[src/rtl/inst_fetch_arb_pkg.sv]
// Shared constants and types for the instruction-fetch / debug ROM arbiter.
// Optional feature macro: DBG_PORT_EN. When it is defined, the S_DBG state is
// included. When it is undefined, the FSM has only S_IDLE and S_IF.
package inst_fetch_arb_pkg;
  localparam int INST_ADDR_W  = 32;  // InstAddrBus
  localparam int INST_W       = 32;  // InstBus
  localparam int STARVE_CNT_W = 4;   // StarveCntBus

  typedef logic [INST_ADDR_W-1:0]  inst_addr_t;
  typedef logic [INST_W-1:0]       inst_t;
  typedef logic [STARVE_CNT_W-1:0] starve_cnt_t;

  localparam inst_t ZERO_WORD    = '0;
  localparam logic  RST_ENABLE   = 1'b1;
  localparam logic  CHIP_ENABLE  = 1'b1;
  localparam logic  CHIP_DISABLE = 1'b0;

  // The state names the owner of last cycle's grant.
`ifdef DBG_PORT_EN
  typedef enum logic [1:0] {S_IDLE = 2'd0, S_IF = 2'd1, S_DBG = 2'd2} arb_state_e;
`else
  typedef enum logic {S_IDLE = 1'b0, S_IF = 1'b1} arb_state_e;
`endif
endpackage

[src/rtl/arb_starve_cnt.sv]
// Saturating starvation counter for the debug requester.
// The count rises each cycle that a debug request is pending but not granted.
// It saturates at STARVE_MAX. It clears on reset, on request withdrawal, or on a grant.
// Ports: clk, rst (sync, active-high), dbg_req, dbg_gnt -> at_max (count == STARVE_MAX).
module arb_starve_cnt
  import inst_fetch_arb_pkg::*;
#(
  parameter int unsigned STARVE_MAX = 4
) (
  input  logic clk,
  input  logic rst,
  input  logic dbg_req,
  input  logic dbg_gnt,
  output logic at_max
);
  localparam starve_cnt_t CNT_MAX = starve_cnt_t'(STARVE_MAX);

  starve_cnt_t cnt;

  always_ff @(posedge clk) begin
    if (rst == RST_ENABLE || !dbg_req || dbg_gnt) cnt <= '0;
    else if (cnt != CNT_MAX)                      cnt <= cnt + 1'b1;
  end

  assign at_max = (cnt == CNT_MAX);
endmodule

[src/rtl/inst_fetch_arb.sv]
// Arbiter for the fetch stage and the debug/loader port, which share one
// combinational instruction ROM.
// Each cycle, at most one requester gets the ROM. The grant is combinational.
// The read data is captured at the grant edge and returned one cycle later,
// together with if_valid or dbg_ack.
// Fetch normally wins. A pending debug request is forced through after it has
// lost STARVE_MAX consecutive cycles.
// Optional feature macro: DBG_PORT_EN. When it is undefined, the debug inputs
// are ignored, dbg_ack and dbg_inst are tied to 0, and if_stallreq is 0.
// Ports: clk, rst (sync, active-high);
//   fetch: if_req, if_addr -> if_inst, if_valid, if_stallreq;
//   debug: dbg_req, dbg_addr -> dbg_inst, dbg_ack;
//   ROM:   rom_ce, rom_addr -> rom_inst.
module inst_fetch_arb
  import inst_fetch_arb_pkg::*;
#(
  parameter int unsigned STARVE_MAX = 4
) (
  input  logic       clk,
  input  logic       rst,
  input  logic       if_req,
  input  inst_addr_t if_addr,
  output inst_t      if_inst,
  output logic       if_valid,
  output logic       if_stallreq,
  input  logic       dbg_req,
  input  inst_addr_t dbg_addr,
  output inst_t      dbg_inst,
  output logic       dbg_ack,
  output logic       rom_ce,
  output inst_addr_t rom_addr,
  input  inst_t      rom_inst
);
  arb_state_e state, state_nxt;
  logic       if_gnt, dbg_gnt;
  logic       run;

  assign run = (rst != RST_ENABLE);

`ifdef DBG_PORT_EN
  logic starve_max;

  arb_starve_cnt #(.STARVE_MAX(STARVE_MAX)) u_starve (
    .clk     (clk),
    .rst     (rst),
    .dbg_req (dbg_req),
    .dbg_gnt (dbg_gnt),
    .at_max  (starve_max)
  );

  // Debug is never granted in its own ack cycle. Otherwise it takes the ROM
  // when fetch is idle, or when debug has been starved long enough.
  assign dbg_gnt     = run && dbg_req && (state != S_DBG) && (!if_req || starve_max);
  assign if_stallreq = run && if_req && !if_gnt;
  assign dbg_ack     = run && (state == S_DBG);

  always_ff @(posedge clk) begin
    if (rst == RST_ENABLE) dbg_inst <= ZERO_WORD;
    else if (dbg_gnt)      dbg_inst <= rom_inst;
  end
`else
  logic unused_dbg;
  assign unused_dbg  = ^{dbg_req, dbg_addr};
  assign dbg_gnt     = 1'b0;
  assign if_stallreq = 1'b0;
  assign dbg_ack     = 1'b0;
  assign dbg_inst    = ZERO_WORD;
`endif

  assign if_gnt = run && if_req && !dbg_gnt;

  always_comb begin
    state_nxt = S_IDLE;
    rom_ce    = CHIP_DISABLE;
    rom_addr  = ZERO_WORD;
    if (if_gnt) begin
      state_nxt = S_IF;
      rom_ce    = CHIP_ENABLE;
      rom_addr  = if_addr;
    end
`ifdef DBG_PORT_EN
    else if (dbg_gnt) begin
      state_nxt = S_DBG;
      rom_ce    = CHIP_ENABLE;
      rom_addr  = dbg_addr;
    end
`endif
  end

  always_ff @(posedge clk) begin
    if (rst == RST_ENABLE) begin
      state   <= S_IDLE;
      if_inst <= ZERO_WORD;
    end else begin
      state <= state_nxt;
      if (if_gnt) if_inst <= rom_inst;
    end
  end

  // A read that is still in flight when reset rises is dropped. The response
  // flags are masked by rst in that same cycle.
  assign if_valid = run && (state == S_IF);
endmodule

[config.mk]
export PLATFORM = sky130hd
export DESIGN_NAME = inst_fetch_arb
export DESIGN_NICKNAME = d
export VERILOG_FILES = /design/src/rtl/inst_fetch_arb_pkg.sv /design/src/rtl/arb_starve_cnt.sv /design/src/rtl/inst_fetch_arb.sv
export SDC_FILE = /design/constraint.sdc
export NUM_CORES = 1
export LEC_CHECK = 0
export BUFFER_PORTS_ARGS = -buffer_cell sky130_fd_sc_hd__buf_2
export CORE_MARGIN = 2
export CORE_UTILIZATION = 30
export DETAILED_ROUTE_END_ITERATION = 7
export PLACE_DENSITY_LB_ADDON = 0.3
export SLEW_MARGIN = 30
export SYNTH_ARGS = -nofsm -noshare
export SYNTH_HDL_FRONTEND = slang
export SYNTH_SLANG_ARGS = --single-unit
[constraint.sdc]
create_clock -name clk -period 0.9 [get_ports clk]
set_input_delay 0.18 -clock clk [delete_from_list [all_inputs] [get_ports clk]]
set_output_delay 0.18 -clock clk [all_outputs]
set_load 0.05 [all_outputs]
==> impl_metrics.json <==
{
  "clock.fmax_ghz": 0.881,
  "cts_root_buf": "sky130_fd_sc_hd__clkbuf_8",
  "synthTopCellsByCount": "sky130_fd_sc_hd__buf_4, sky130_fd_sc_hd__dfxtp_1, sky130_fd_sc_hd__and2_1, sky130_fd_sc_hd__mux2i_1, sky130_fd_sc_hd__nor2_1",
  "netlist-cell-type-count": 11,
  "post-synth-top-area-cell": "sky130_fd_sc_hd__dfxtp_1",
  "outcome": "complete, but fails checks",
  "power.total_mw": 4.48,
  "clock_tree_from_tritoncts": "built",
  "globalRouteOverflowTotal": 0,
  "numPortBuffers": 132,
  "synth_enable_flop_cells": 0,
  "cpPeakStageDelay_ps": 220,
  "worstSetupPathType": "primary input to output pin",
  "synth.ff_latch_count": 33,
  "timing.rr.start": "if_inst[20]",
  "hold_buffers": 0,
  "power_per_cell_area_nw_per_um2": 1420,
  "critPathBufInv": 3,
  "pre_cts_slack_ps": -381,
  "crit_path_end_kind": "output pin",
  "ys_dominant_reg_cell": "sky130_fd_sc_hd__dfxtp_1",
  "final_number_of_hold_violating_endpoints": 0,
  "syn_area_per_cell_um2": 9.41,
  "timing.hold.ws_ps": 132,
  "cp-startpoint": "if_req",
  "route.vias.total": 1579,
  "worst_ir_drop_vdd_mv": 0.792,
  "final.setup.worst_slack_ps": -236,
  "violations": "negative setup slack",
  "syn2layout_area_growth_pct": 88.8,
  "worstHoldStart": "rom_inst[26]",
  "timing_max_transition_violations_final": 0,
  "ports_placed_on_the_boundary": 200,
  "routed_via_density": 4.06,
  "placed_area_um2": 2350,
  "grt_start_max_net_pins": 24,
  "synth_top_area_share_pct": 39.4,
  "grt_setup_unrepaired": "yes",
  "wire_per_inst_um": 12.8,
  "post_synth_instance_area_um2": 1680,
  "fin_area_um2": 3160,
  "ys_warn_count": 0,
  "ys_async_sr_fraction_pct": 0,
  "seq_area_frac_synth_pct": 39.4,
  "critical_path_required_ps": 720,
  "final_period_minus_worst_setup_slack_ps": 1140,
  "route.detailed.drc": 0,
  "cts_made_buffers": 5,
  "detailed_place_hpwl_um": 3260,
  "finalCoreUtilization_pct": 58.2,
  "cts.path.max_buffers": 2,
  "iteration_0_drc_markers": 41,
  "cp_num_cells": 5,
  "hp-class": "primary input to flop",
  "finalSetupViolCount": 66,
  "crit_path_max_fanout": 17,
  "wirelength_routed_um": 4960,
  "numClockSinks": 33,
  "htree_levels": 2,
  "series_of_cell_instances_along_the_critical_path": "buf_8 > nor2b_4 > buf_4 > and2_4 > buf_6",
  "number_of_global_route_vias_before_repair": 1610,
  "crit_family": "buffers and inverters",
  "fin_nets": 416,
  "netlist_top_cells_area": "sky130_fd_sc_hd__dfxtp_1, sky130_fd_sc_hd__mux2i_1, sky130_fd_sc_hd__buf_4",
  "firstDrtPassIters": 4,
  "cp_slowest_cell": "sky130_fd_sc_hd__buf_4",
  "core-area_um2": 5440,
  "worst_ep_arrival_time_ps": 960,
  "die_area_um2": 6200,
  "yosysMostFrequentCell": "sky130_fd_sc_hd__buf_4",
  "postRouteAntennaNets": 0,
  "floorplan.rows": 27,
  "p_leak_nw": 1.63,
  "antenna_cells_inserted": 0,
  "timing.hold.worst_path_depth": 3,
  "initial_core_util_pct": 30.8,
  "netlist_instances": 178,
  "grt_first_pass_wirelength_um": 7730,
  "initial_antenna_violation_count": 0,
  "max_cap_viols": 0,
  "layout_worst_path_cycle_share_pct": 126,
  "die-width_um": 78.7,
  "clkTransAtPathRegs_ps": 70,
  "fp.dieH_um": 78.7,
  "worst_setup_path_start_kind": "primary input",
  "gpl.final_weighted_congestion": 0.683,
  "layout-drive-gt1-share_pct": 67.8,
  "worst_skew_pair.late_latency_ps": 270,
  "ff2ff_path_depth": 3,
  "globalRouteTotalUtil_pct": 16.1,
  "clock-skew-final_ps": 0
}
-- registers in the layout (all words and copies together), names as in the netlist --
signal	flops
if_inst	32
state	1
-- metrics by stage --
step	instances	setup TNS, ps
2_1_floorplan	211	-4930
3_3_place_gp	376	-15790
3_5_place_dp	376	-16380
5_1_grt	389	-11620
4_1_cts	388	-9820
6_report	389	-9150
-- timing repair --
item | CTS | global route
resized for setup | 207 | 15
hold endpoints to repair | 0 | 0
buffers inserted | 2 | 2
endpoints found under the setup margin | 66 | 66
gates cloned | 2 | 0
pin swaps | 1 | 1
-- kinds of logic after synthesis --
| kind of cell | after synthesis | share of synthesized area [%] |
|---|---|---|
| simple gates | 67 | 20.7 |
| buf+inv | 45 | 20.5 |
| flops | 33 | 39.4 |
| mux | 32 | 19.1 |
| other cells | 1 | 0.224 |
-- cells in the final DEF, fill, tap and decap left out --
master	Yosys	final
sky130_fd_sc_hd__buf_2	2	64
sky130_fd_sc_hd__buf_16	0	2
sky130_fd_sc_hd__and2_4	0	32
sky130_fd_sc_hd__dfxtp_1	33	1
sky130_fd_sc_hd__mux2i_1	32	32
sky130_fd_sc_hd__nor2_1	32	32
sky130_fd_sc_hd__nor2b_1	2	1
sky130_fd_sc_hd__buf_8	0	45
sky130_fd_sc_hd__conb_1	1	34
sky130_fd_sc_hd__buf_6	5	24
sky130_fd_sc_hd__dfxtp_2	0	32
sky130_fd_sc_hd__nor2b_4	1	2
sky130_fd_sc_hd__clkbuf_1	2	2
sky130_fd_sc_hd__clkinvlp_4	0	1
sky130_fd_sc_hd__clkbuf_8	0	5
sky130_fd_sc_hd__buf_4	36	6
sky130_fd_sc_hd__buf_12	0	2
-- worst min-delay path, stage by stage --
cell and delay, ps:
sky130_fd_sc_hd__buf_2 70, sky130_fd_sc_hd__mux2i_1 50, sky130_fd_sc_hd__nor2_1 70
-- area by class of cell --
class	count	area, um2
well taps	72	90.1
fillers	462	2280
multi-input cells	133	882
repair buffers	143	1410
flip-flops and latches	33	701
clock inverters	1	7.51
clock buffers	7	76.3
-- routing by layer --
layer	up-vias	wire, um	GRT usage [%]
met4	0	36	3.51
met5	-	0	0
met3	5	510	6.36
li1	764	-	-
met1	711	1870	17.3
met2	99	2550	29.7
-- report_power, final --
part | switching, mW | total (mW) | internal (mW)
Clock | 0.518 | 1.06 | 0.547
Sequential | 0.0723 | 1.64 | 1.57
Combinational | 1.11 | 1.78 | 0.675
Total | 1.70 | 4.48 | 2.79
-- worst paths after layout --
path	endpoint	slack (ps)
setup / recovery	rom_addr[30]	-240
hold / removal	if_inst[26]	130
setup reg to reg	if_inst[20]	140
hold reg to reg	if_inst[6]	500
(Power assumes the default switching activity.)
